[src/rtl/adsr_gen_p.sv]
// rtl/adsr_gen_p.sv - ADSR envelope generator with hold stage, legato/hard retrigger and trigger input.
// Define ADSR_EXP_EN for quasi-exponential DECAY/RELEASE; default build is linear.
module adsr_gen_p #(
    parameter int NBIT_DATA = 6,
    parameter int NBIT_IDX  = 4,
    parameter int MAX_IDX   = 14,
    parameter int STEP_THR0 = 190,
    parameter int CNT_W     = 28
) (
    input  logic                 clk,
    input  logic                 rstn,
    input  logic                 vin,
    input  logic                 trig,
    input  logic                 retrig_mode,
    input  logic [NBIT_IDX-1:0]  a_t_idx,
    input  logic [NBIT_IDX-1:0]  h_t_idx,
    input  logic [NBIT_IDX-1:0]  d_t_idx,
    input  logic [NBIT_DATA-1:0] s_level,
    input  logic [NBIT_IDX-1:0]  r_t_idx,
    output logic [NBIT_DATA-1:0] dout,
    output logic                 vout,
    output logic [2:0]           stage,
    output logic                 eoc
);

    localparam logic [NBIT_DATA-1:0] LMAX = '1;

    typedef enum logic [2:0] {
        S_IDLE    = 3'd0,
        S_ATTACK  = 3'd1,
        S_HOLD    = 3'd2,
        S_DECAY   = 3'd3,
        S_SUSTAIN = 3'd4,
        S_RELEASE = 3'd5
    } state_t;

    state_t               state;
    logic [CNT_W-1:0]     cnt;
    logic                 vin_d;
    logic                 vin_rise;
    logic                 active;
    logic [NBIT_IDX-1:0]  idx_sel;
    logic [NBIT_IDX-1:0]  idx_c;
    logic [CNT_W-1:0]     period;
    logic                 tick;
    logic [NBIT_DATA-1:0] target;
    logic [NBIT_DATA-1:0] dec;
    logic [NBIT_DATA-1:0] dn_lvl;
    logic [NBIT_DATA-1:0] up_lvl;
    logic [NBIT_DATA-1:0] lvl_tick;

    assign stage    = state;
    assign vin_rise = vin & ~vin_d;
    assign active   = (state == S_ATTACK) || (state == S_HOLD) ||
                      (state == S_DECAY)  || (state == S_SUSTAIN);

    always_comb begin
        case (state)
            S_ATTACK:  idx_sel = a_t_idx;
            S_HOLD:    idx_sel = h_t_idx;
            S_DECAY:   idx_sel = d_t_idx;
            S_RELEASE: idx_sel = r_t_idx;
            default:   idx_sel = '0;
        endcase
        idx_c  = (int'(idx_sel) > MAX_IDX) ? NBIT_IDX'(MAX_IDX) : idx_sel;
        period = CNT_W'(STEP_THR0 + 1) << idx_c;
        tick   = (cnt == period - CNT_W'(1));

        up_lvl = (dout == LMAX) ? LMAX : dout + NBIT_DATA'(1);
        target = (state == S_DECAY) ? s_level : '0;
`ifdef ADSR_EXP_EN
        dec    = (dout >> 3) + NBIT_DATA'(1);
`else
        dec    = NBIT_DATA'(1);
`endif
        // Decrement lands exactly on the stage target rather than stepping past it.
        if (dout <= target)
            dn_lvl = dout;
        else if ((dout - target) > dec)
            dn_lvl = dout - dec;
        else
            dn_lvl = target;

        case (state)
            S_ATTACK:           lvl_tick = tick ? up_lvl : dout;
            S_DECAY, S_RELEASE: lvl_tick = tick ? dn_lvl : dout;
            default:            lvl_tick = dout;
        endcase
    end

    always_ff @(posedge clk or negedge rstn) begin
        if (!rstn) begin
            state <= S_IDLE;
            dout  <= '0;
            vout  <= 1'b0;
            eoc   <= 1'b0;
            cnt   <= '0;
            vin_d <= 1'b0;
        end else begin
            vin_d <= vin;
            eoc   <= 1'b0;
            cnt   <= (tick || state == S_IDLE || state == S_SUSTAIN) ? '0 : cnt + CNT_W'(1);
            dout  <= lvl_tick;
            // Gate release outranks any retrigger arriving in the same cycle.
            if (active && !vin) begin
                state <= S_RELEASE;
                cnt   <= '0;
            end else if ((active && trig) || (state == S_RELEASE && vin_rise)) begin
                state <= S_ATTACK;
                cnt   <= '0;
                if (retrig_mode)
                    dout <= '0;
            end else begin
                case (state)
                    S_IDLE: begin
                        dout <= '0;
                        if (vin_rise) begin
                            state <= S_ATTACK;
                            vout  <= 1'b1;
                            cnt   <= '0;
                        end
                    end
                    S_ATTACK: begin
                        if (tick && up_lvl == LMAX) begin
                            cnt <= '0;
                            if (h_t_idx == '0)
                                state <= (s_level == LMAX) ? S_SUSTAIN : S_DECAY;
                            else
                                state <= S_HOLD;
                        end
                    end
                    S_HOLD: begin
                        if (tick)
                            state <= (s_level == LMAX) ? S_SUSTAIN : S_DECAY;
                    end
                    S_DECAY: begin
                        if (dout <= s_level || (tick && dn_lvl == s_level)) begin
                            state <= S_SUSTAIN;
                            cnt   <= '0;
                        end
                    end
                    S_SUSTAIN: begin
                        state <= S_SUSTAIN;
                    end
                    S_RELEASE: begin
                        if (dout == '0 || (tick && dn_lvl == '0)) begin
                            state <= S_IDLE;
                            vout  <= 1'b0;
                            eoc   <= 1'b1;
                            cnt   <= '0;
                        end
                    end
                    default: begin
                        state <= S_IDLE;
                        vout  <= 1'b0;
                    end
                endcase
            end
        end
    end

endmodule
[config.mk]
export PLATFORM = sky130hd
export DESIGN_NAME = adsr_gen_p
export DESIGN_NICKNAME = d
export VERILOG_FILES = /design/src/rtl/adsr_gen_p.sv
export SDC_FILE = /design/constraint.sdc
export NUM_CORES = 1
export LEC_CHECK = 0
export CAP_MARGIN = 10
export CORE_MARGIN = 1
export CORE_UTILIZATION = 60
export DETAILED_ROUTE_END_ITERATION = 7
export PLACE_DENSITY = 0.84
export SLEW_MARGIN = 15
export SYNTH_ARGS = -nofsm -noshare
export SYNTH_HDL_FRONTEND = slang
export SYNTH_SLANG_ARGS = --single-unit
[constraint.sdc]
create_clock -name clk -period 5.2 [get_ports clk]
set_clock_uncertainty 0.1 [all_clocks]
set_input_delay 1.3 -clock clk [delete_from_list [all_inputs] [get_ports clk]]
set_output_delay 1.3 -clock clk [all_outputs]
set_load 0.005 [all_outputs]
# Yosys cells after proc, flatten, opt, wreduce, memory -nomap -nowiden
# Cells that the tools add are included.
# W data, S select, Z words.
dict set report word_totals {
  reg_bits 40
  in_bits 27
  output_inout_bits 11
  wordCells 99
}
dict set report op_classes {
  add_sub_neg 5
  order_cmp 4
  n_eq_ne 17
  shift 1
  mux 38
  n_bitwise 5
  n_reduce_logical 23
}
# cell count
set op_table {}
lappend op_table {{$mux W28} 7}
lappend op_table {{$pmux W28 S4} 1}
lappend op_table {{$mux W6} 10}
lappend op_table {{$add A28 B1 Y28 const B} 1}
lappend op_table {{$eq A28 B28 Y1} 1}
lappend op_table {{$shl A8 B4 Y28 const A} 1}
lappend op_table {{$sub A28 B1 Y28 const B} 1}
lappend op_table {{$mux W3} 9}
lappend op_table {{$eq A6 B6 Y1 const B} 3}
lappend op_table {{$pmux W3 S6} 1}
lappend op_table {{$pmux W4 S4} 1}
lappend op_table {{$le A6 B6 Y1} 2}
lappend op_table {{$logic_not A6 Y1} 2}
lappend op_table {{$ne A4 B2 Y1 const B} 3}
lappend op_table {{$pmux W6 S2} 1}
lappend op_table {{$reduce_and A5 Y1} 2}
lappend op_table {{$logic_or A1 B1 Y1} 8}
lappend op_table {{$ne A4 B1 Y1 const B} 2}
lappend op_table {{$add A6 B1 Y6 const B} 1}
lappend op_table {{$eq A3 B2 Y1 const B} 2}
lappend op_table {{$eq A3 B3 Y1 const B} 2}
lappend op_table {{$eq A6 B6 Y1} 1}
lappend op_table {{$gt A6 B1 Y1 const B} 1}
lappend op_table {{$logic_and A1 B1 Y1} 6}
lappend op_table {{other kinds (16)} 24}

# Logic depth before layout (Yosys ltp)
# Gate-level depths: netlist of the first run.
dict set report depth {
  depth_word 14
  ltp_mapped 20
  mapped_depth_nobuf 16
}

# Least setup slack after synthesis of the first run
# OpenSTA, ideal clock, no wires.
dict set report synth_timing {
  path_type {in2reg}
  from {input r_t_idx[3]}
  to {register state[0] (netlist: stage[0])}
  setup_ns 0.125
  t_arrival_ns 4.493
  t_required_ns 4.975
  setup_slack_ns 0.482
  cell_stages 15
  n_path_buf 1
  cell_sequence {a32o_1 -> nor2_1 -> buf_6 -> nand3_1 -> ha_1 -> xnor2_1 -> nor4_1 -> o211ai_1 -> nor3_1 -> o2111a_1 -> nand3_1 -> nor4_4 -> o22ai_2 -> o21bai_2 -> mux2_4}
}
dict set report synth_between {
  elab_chain_len 10
  word_cells_on_any_way 16
  classes_between {add/sub (1); order compare (1); eq/ne (5); shift (1); mux (2); reduce/logical (6)}
}
# element line
set synth_lines {}
lappend synth_lines {{start, declared} 19} ;# input logic [NBIT_IDX-1:0] r_t_idx,
lappend synth_lines {{$pmux W4 S4 (*)} 58} ;# case (state)
lappend synth_lines {{$gt A4 B4 Y1} 65} ;# idx_c = (int'(idx_sel) > MAX_IDX) ? NBIT_IDX'(MAX_IDX) : idx_sel;
lappend synth_lines {{$mux W4 (*)} 65}
lappend synth_lines {{$shl A8 B4 Y28 (*)} 66} ;# period = CNT_W'(STEP_THR0 + 1) << idx_c;
lappend synth_lines {{$sub A28 B1 Y28 (*)} 67} ;# tick = (cnt == period - CNT_W'(1));
lappend synth_lines {{$eq A28 B28 Y1 (*)} 67}
lappend synth_lines {{$logic_and A1 B1 Y1 (on tied branches)} {146, 137}}
lappend synth_lines {{$logic_or A1 B1 Y1 (on tied branches)} {146, 137}}
lappend synth_lines {{$ne A4 B2 Y1 (no source line) or $ne A4 B1 Y1 (tied branches)} --}
lappend synth_lines {{$reduce_and A5 Y1 (no source line) (*)} --}
lappend synth_lines {{end signal, assigned} 127} ;# state <= (s_level == LMAX) ? S_SUSTAIN : S_DECAY;
lappend synth_lines {{end signal, assigned} 134} ;# state <= (s_level == LMAX) ? S_SUSTAIN : S_DECAY;
lappend synth_lines {{end, declared} 37} ;# state_t state;
# Every way passes the cells marked *; elsewhere a longest branch is shown, timed or not.
# A chain may end at the register's enable or synchronous reset.

# Worst setup path after layout of the first run
dict set report layout_timing {
  from {input s_level[0]}
  to {register state[0] (netlist: stage[0])}
}
dict set report layout_between {
  elab_chain_len 10
  word_cells_on_any_way 24
  classes_between {add/sub (1); order compare (3); eq/ne (4); mux (10); reduce/logical (6)}
}
# element line
set layout_lines {}
lappend layout_lines {{start, declared} 18} ;# input logic [NBIT_DATA-1:0] s_level,
lappend layout_lines {{$mux W6} 70} ;# target = (state == S_DECAY) ? s_level : '0;
lappend layout_lines {{$sub A6 B6 Y6} 79} ;# else if ((dout - target) > dec)
lappend layout_lines {{$gt A6 B1 Y1} 79}
lappend layout_lines {{$mux W6} 79}
lappend layout_lines {{$mux W6} 77} ;# if (dout <= target)
lappend layout_lines {{$eq A6 B6 Y1 or $logic_not A6 Y1 (tied branches)} {137, 146}}
lappend layout_lines {{$logic_and A1 B1 Y1 (on tied branches)} {137, 146}}
lappend layout_lines {{$logic_or A1 B1 Y1 (on tied branches)} {137, 146}}
lappend layout_lines {{$ne A4 B1 Y1 (no source line) or $ne A4 B2 Y1 (tied branches)} --}
lappend layout_lines {{$reduce_and A5 Y1 (no source line)} --}
# Parallel ways exist; a longest one is shown, timed or not. The select of a mux whose other input is x is not followed.

==> results.tsv, run 1 <==
stage	metric	value	unit
floorplanning	fp.dieArea	8190	µm²
drt	drtAntennaViolNets	0	
synth	synth-xor-area-share	7.64	%
synth	syn_inst	612	
layout	most-common-layout-cells	nor2_1 (70), nand2_1 (67), buf_4 (50), dfrtp_1 (40)	
critical_path	path_cells	clkdlybuf4s50_1, and3_1, ha_1, fa_1, nand2b_1, a21oi_1, xor2_1, buf_4, nor3_1, buf_4, or3_1, o221ai_1, a31oi_1, o31ai_1, buf_4, o22ai_2, o21bai_2, mux2_4	
timing	fmax	197	MHz
layout	diodes	0	
cts	hold_buffers	0	
flow_run	drv.max_cap_violation_count	0	
critical_path	cp_slowest_cell	clkdlybuf4s50_1	
cts	h-tree-depth	2	
critical_path	end_kind	flop	
critical_path	path_class	in2reg	
timing	maxSlewHeadroom	37.5	%
floorplanning	die_h	90.5	µm
critical_path	cp_data_required_time	5.28	ns
drt	post-route-drc-count	0	
drt	first_pass_iters	7	
cts	cts_buffer_depth	2	
critical_path	cp_top_family	compound AO/OA/AOI/OAI gates	
floorplanning	num_rows	31	
grt	overflow	0	
layout	area_delta_synth_final	15.5	%
drt	drt-total-wl	14.6	mm
pwr	p_leak	0.00224	µW
synth	muxShareOfSynthArea	2.82	%
timing	slew_viol_final	0	
synth	synth-compound-area-share	25.2	%
grt	grt_max_degree	41	
critical_path	arrival	5.15	ns
synth	async_flop_share	100	%
floorplanning	start_util	63.5	%
layout	fin_nets	714	
layout	layout_commonest_cell	nor2_1	
synth	synth_area	4700	µm²
cts	clk_pin_slew	0.09	ns
pwr	pwr_density_cell	581	nW/µm²
synth	synth_top_family_by_area	simple AND/OR/NAND/NOR gates	
timing	fin_crit	5.06	ns
critical_path	crit_buf_inv	4	
pwr	ir_worst_vdd	0.000235	V
drt	vias_per_cell	6.75	
synth	ys_types	83	
synth	yosys.area_share.simple	30.3	%
synth	synth-edff-count	0	
layout	drive_gt1_share	13.3	%
synth	syn_avg_cell_area	7.68	µm²
drt	drt_iter0_markers	473	
synth	ys_ff_latch	40	
cts	clock-root-buffer	clkbuf_8	
grt	grt_pass1_wl	23.8	mm
cts	cts_inserted_buffers	5	
place	io_buffer_count	37	
drt	vias	5181	
timing	finalSetupViolations	0	
place	place_hpwl	11.1	mm
grt	antenna_found_initial	0	
timing	finalCritPeriodShare	97.4	%
timing	tightestPinTransition	0.937	ns
status	outcome	completed	
cts	cts_num_sinks	40	
floorplanning	fp.dieW	90.5	µm
floorplanning	fp.coreArea	7410	µm²
hold_path	hold_path_class	reg2reg	
synth	synth.yosys.seq_area_share	21.3	%
critical_path	path_common_cell	buf_4	
timing	finalHoldViolCount	0	
synth	syn-num-nets	658	
cts	post_cts_buffers	0	
cts	cts_tree	yes	
synth	yosysWarnings	0	
critical_path	cp_max_fo	3	
floorplanning	io_pins	38	
drt	wire_per_inst	19.0	µm
grt	grt_pass1_vias	4868	
critical_path	startpoint_type	input port	
timing	rsz0062_at_grt	no	
synth	synth_ff_type	dfrtp_1	
synth	synthAdderAreaFrac	5.22	%
place	gp_congestion	1.04	
place	detailedPlace.worstSlack	-0.161	ns
grt	track_usage	35.9	%
timing	fin_ws	0.136	ns
timing	tns	0	ns
cts	clk_latency	0.30	ns
critical_path	slowest_delay	0.44	ns
worst min-delay path, cell delays in order, from the launching register on:
cell and delay, ns:
dfrtp_1 0.37, xor2_1 0.07, nor2_1 0.08
state kept, by name, indices dropped and copies added, names as in the netlist:
name,cells
cnt,28
stage,3
vout,1
dout,6
vin_d,1
eoc,1
Yosys cell counts, types with 3 or more instances:
library cell | number | area share [%]
a211o_1 | 4 | 0.75
inv_1 | 20 | 1.6
xor2_1 | 21 | 3.9
a21oi_1 | 27 | 2.9
clkbuf_1 | 16 | 1.3
nor3_1 | 20 | 2.1
or3_1 | 5 | 0.67
buf_4 | 4 | 0.64
o21ai_0 | 36 | 3.8
o22ai_1 | 8 | 1.1
nor3b_1 | 4 | 0.64
nand3_1 | 28 | 3.0
nand4_1 | 10 | 1.3
and4_1 | 3 | 0.56
nand2b_1 | 8 | 1.1
buf_2 | 4 | 0.43
nor2_1 | 71 | 5.7
mux2i_1 | 9 | 1.9
and3_1 | 13 | 1.7
o211ai_1 | 9 | 1.4
o311ai_0 | 3 | 0.56
a22oi_1 | 7 | 1.1
ha_1 | 18 | 4.8
dfrtp_1 | 40 | 21
a31oi_1 | 12 | 1.6
a21o_1 | 8 | 1.3
a32oi_1 | 3 | 0.56
nor2b_1 | 10 | 1.3
o221ai_1 | 3 | 0.56
buf_6 | 14 | 3.4
o2bb2ai_1 | 3 | 0.56
o21a_1 | 4 | 0.64
nand3b_1 | 3 | 0.48
o31ai_1 | 5 | 0.80
nand2_1 | 67 | 5.3
nor4_1 | 10 | 1.3
xnor2_1 | 20 | 3.7
and2_1 | 3 | 0.40
kinds of logic (layout without fill, tap and decap cells):
group | count (synthesis) | after routing
AOI/OAI and AO/OA | 165 | 165
xor gates and xnor gates | 41 | 41
muxes | 12 | 12
buffers and inverters | 59 | 116
adders and majority gates | 19 | 19
and+or+nand+nor | 276 | 276
DFF | 40 | 40
final timing paths:
check	cells past startpoint	slack, ns	endpoint	from
max	18	0.14	stage[0]	s_level[0]
min	2	0.46	cnt[27]	cnt[27]
max reg2reg	15	0.56	stage[0]	stage[1]
min reg2reg	2	0.46	cnt[27]	cnt[27]
max in group asynchronous	1	3.38	cnt[12]	rstn
min in group asynchronous	1	1.03	dout[2]	rstn
metal layers:
metal / up-vias / track usage (%) / share of wire (%)
li1: 2364 / - / -
met4: 0 / 17.3 / 4.9
met2: 294 / 59.3 / 46
met5: - / 0 / 0
met1: 2456 / 45.8 / 41
met3: 67 / 5.30 / 7.5
layout make-up:
class | instances | area (µm²)
Clock buffer | 5 | 68.8
Clock inverter | 3 | 46.3
Fill cell | 598 | 1980
Inverter | 20 | 75.1
Multi-Input combinational cell | 513 | 3350
Sequential cell | 40 | 1000
Tap cell | 99 | 124
Timing Repair Buffer | 88 | 761
power by group:
part	internal (µW)	total (µW)	switching, µW
Combinational	1050	2490	1440
Clock	145	269	124
Sequential	339	397	58.5
Total	1530	3160	1620
repair_timing:
item / 4_1_cts / 5_1_grt
hold endpoints to repair: 0 / 0
resized for setup: 0 / 2
endpoints found under the setup margin: 0 / 3
through the flow:
step                power (µW)  std cells  instance area, µm²  hold WS, ns  utilization, %
finish                    3160        768                5430        0.456            73.3
global route              3360        768                5430        0.498            73.3
CTS                       3070        768                5420        0.460            73.2
detailed placement        2800        760                5310        0.435            71.6
global placement          2750        760                5310        0.418            71.6
floorplan                 2100        612                4700        0.396               -
No activity file was read; power rests on OpenSTA's default activity.
==> inputs of run 2 (changes only) <==
Settings changed: CTS_CLUSTER_SIZE set to 28.
Clock period 5.2 ns to 5.15 ns, I/O delays scaled along.
==> run 2 against run 1 <==
Net effect:
- setup slack better by 0.056 ns
- non-clock buffer count is 3 lower
- design area fell by 0.88%
- hold slack lost 0.013 ns
- die area did not move
- wire length is 1.5% higher
- global-route usage rose by 0.37 points
- clock power decreased by 20%
- critical path type unchanged
==> results.tsv, run 2 (synthesis results as in run 1) <==
stage	metric	value	unit	change
pwr	swShare	53.0	%	+1.5 points
layout	fin_nets	711		-0.42%
layout	design_area	5380	µm²	-0.88%
layout	top_register	cnt		
critical_path	cp_max_fo	8		+5
place	numPlacedInstances	757		-0.39%
cts	cts_tree	yes		
place	dpl_cell_area	5280	µm²	-0.42%
cts	h-tree-depth	2		unchanged
pwr	p_int	1480	µW	-3.4%
floorplanning	num_rows	31		unchanged
cts	cts_inserted_buffers	5		unchanged
place	gp_congestion	0.969		-6.8%
layout	drive_gt1_share	12.9	%	-0.37 points
timing	fin_crit	4.96	ns	
hold_path	hold_path_class	reg2reg		
floorplanning	fp.dieW	90.5	µm	unchanged
cts	cts_buffer_depth	2		unchanged
grt	grt_pass1_wl	24.1	mm	+1.5%
floorplanning	start_util	63.5	%	unchanged
pwr	pwr_density_cell	585	nW/µm²	+0.64%
layout	largest_register_ffs	28		unchanged
drt	vias	5148		-0.64%
drt	drt_iter0_markers	483		+2.1%
critical_path	end_kind	flop		
critical_path	path_cells	clkdlybuf4s50_1, and3_1, ha_1, fa_1, nand2b_1, a21oi_1, xor2_1, or3_4, a2111oi_1, o211ai_1, o31ai_2, o22ai_2, o21bai_2, a211o_1		
place	place_hpwl	11.3	mm	+1.5%
layout	most-common-layout-cells	nor2_1 (70), nand2_1 (67), buf_4 (47), dfrtp_1 (40)		
cts	post_cts_buffers	0		unchanged
critical_path	cp_slowest_cell	a2111oi_1		
timing	finalCritPeriodShare	96.3	%	
grt	track_usage	36.3	%	+0.37 points
cts	hold_buffers	0		unchanged
critical_path	crit_buf_inv	1		-3
pwr	p_comb_share	80.4	%	+1.5 points
timing	finalHoldViolCount	0		unchanged
grt	grt_max_degree	41		unchanged
flow_run	drv.max_cap_violation_count	0		unchanged
drt	wire_per_inst	19.4	µm	+2.0%
grt	antenna_found_initial	0		unchanged
cts	clk_pin_slew	0.09	ns	about the same
layout	diodes	0		unchanged
timing	maxSlewHeadroom	36.2	%	-1.3 points
critical_path	cp_top_family	compound AO/OA/AOI/OAI gates		
pwr	power_switching	1670	µW	+2.7%
floorplanning	die_h	90.5	µm	unchanged
timing	slew_viol_final	0		unchanged
layout	layout.cells.non_filler	764		-0.52%
pwr	power	3150	µW	-0.24%
drt	vias_per_cell	6.74		-0.12%
floorplanning	fp.coreArea	7410	µm²	unchanged
drt	post-route-drc-count	0		unchanged
cts	clock-root-buffer	clkbuf_8		
drt	drt-total-wl	14.8	mm	+1.5%
cts	cts_num_sinks	40		unchanged
grt	grt_pass1_vias	4955		+1.8%
cts	clk_latency	0.30	ns	about the same
pwr	p_leak	0.00222	µW	-1.1%
layout	area_delta_synth_final	14.4	%	
pwr	power_frac_clock	6.8	%	-1.7 points
critical_path	startpoint_type	input port		
grt	overflow	0		unchanged
drt	first_pass_iters	5		-2
floorplanning	io_pins	38		unchanged
critical_path	slowest_delay	0.46	ns	+0.02 ns
layout	n_fill_cell	605		+1.2%
timing	fmax	202	MHz	
timing	rsz0062_at_grt	no		
timing	finalSetupViolations	0		unchanged
critical_path	arrival	5.04	ns	-0.11 ns
critical_path	cp_data_required_time	5.24	ns	-0.04 ns
timing	tightestPinTransition	0.957	ns	+0.0201 ns
floorplanning	fp.dieArea	8190	µm²	unchanged
status	outcome	completed		
critical_path	path_class	in2reg		
place	io_buffer_count	37		unchanged
layout	layout_commonest_cell	nor2_1		
drt	drtAntennaViolNets	0		unchanged
pwr	ir_worst_vdd	0.000303	V	+29%
pwr	p_seq_share	12.8	%	+0.2 points
==> run 2: metrics by stage <==
stage	setup WS [ns]	setup TNS, ns	hold slack (ns)	utilization, %
finish	0.192	0	0.443	72.6
global route	0.0238	0	0.490	72.6
CTS	0.0646	0	0.451	72.4
detailed placement	-0.227	-2.85	0.429	71.3
global placement	-0.209	-1.48	0.420	71.3
floorplan	0.445	0	0.396	-
==> run 2: power groups by stage <==
stage / Clock, µW / Sequential, µW / Combinational (µW)
finish: 214 / 402 / 2530
global route: 224 / 404 / 2720
CTS: 216 / 399 / 2420
detailed placement: 0 / 405 / 2410
global placement: 0 / 405 / 2370
floorplan: 0 / 372 / 1750
==> run 2: final timing paths <==
kind / to / slack, ns / start / cells past startpoint
min reg2reg: cnt[27] / 0.44 / cnt[27] / 2
max: stage[1] / 0.19 / s_level[0] / 14
max reg2reg: stage[1] / 0.41 / stage[2] / 14
max in group asynchronous: cnt[12] / 3.31 / rstn / 1
min: cnt[27] / 0.44 / cnt[27] / 2
min in group asynchronous: dout[0] / 1.03 / rstn / 1
==> run 2: tightest hold or removal path, delay by kind of cell, from the launching register on <==
family | cells | cell delay [ns]
AND/OR/NAND/NOR | 1 | 0.07
XOR/XNOR | 1 | 0.07
flip-flops | 1 | 0.37
==> run 2: repair_timing <==
action | 4_1_cts | 5_1_grt
gates resized for setup | 0 | 5
setup endpoints to repair | 0 | 29
hold endpoints to repair | 0 | 0
==> run 2: area by class of cell <==
cell class              instances  area [µm²]  area share, %
inverters                      20        75.1           1.40
repair buffers                 85         738           13.7
clock inverters                 1        5.00         0.0930
multi-input cells             513        3370           62.5
flip-flops and latches         40        1000           18.6
well taps                      99         124           2.30
clock buffers                   6        72.6           1.35
==> run 2: routing by layer <==
layer  vias up  global-route usage [%]  share of wire (%)
li1       2354                       -                  -
met1      2379                    44.1                 39
met2       344                    61.9                 47
met3        71                    5.72                9.6
met4         0                    18.1                4.9
met5         -                       0                  0
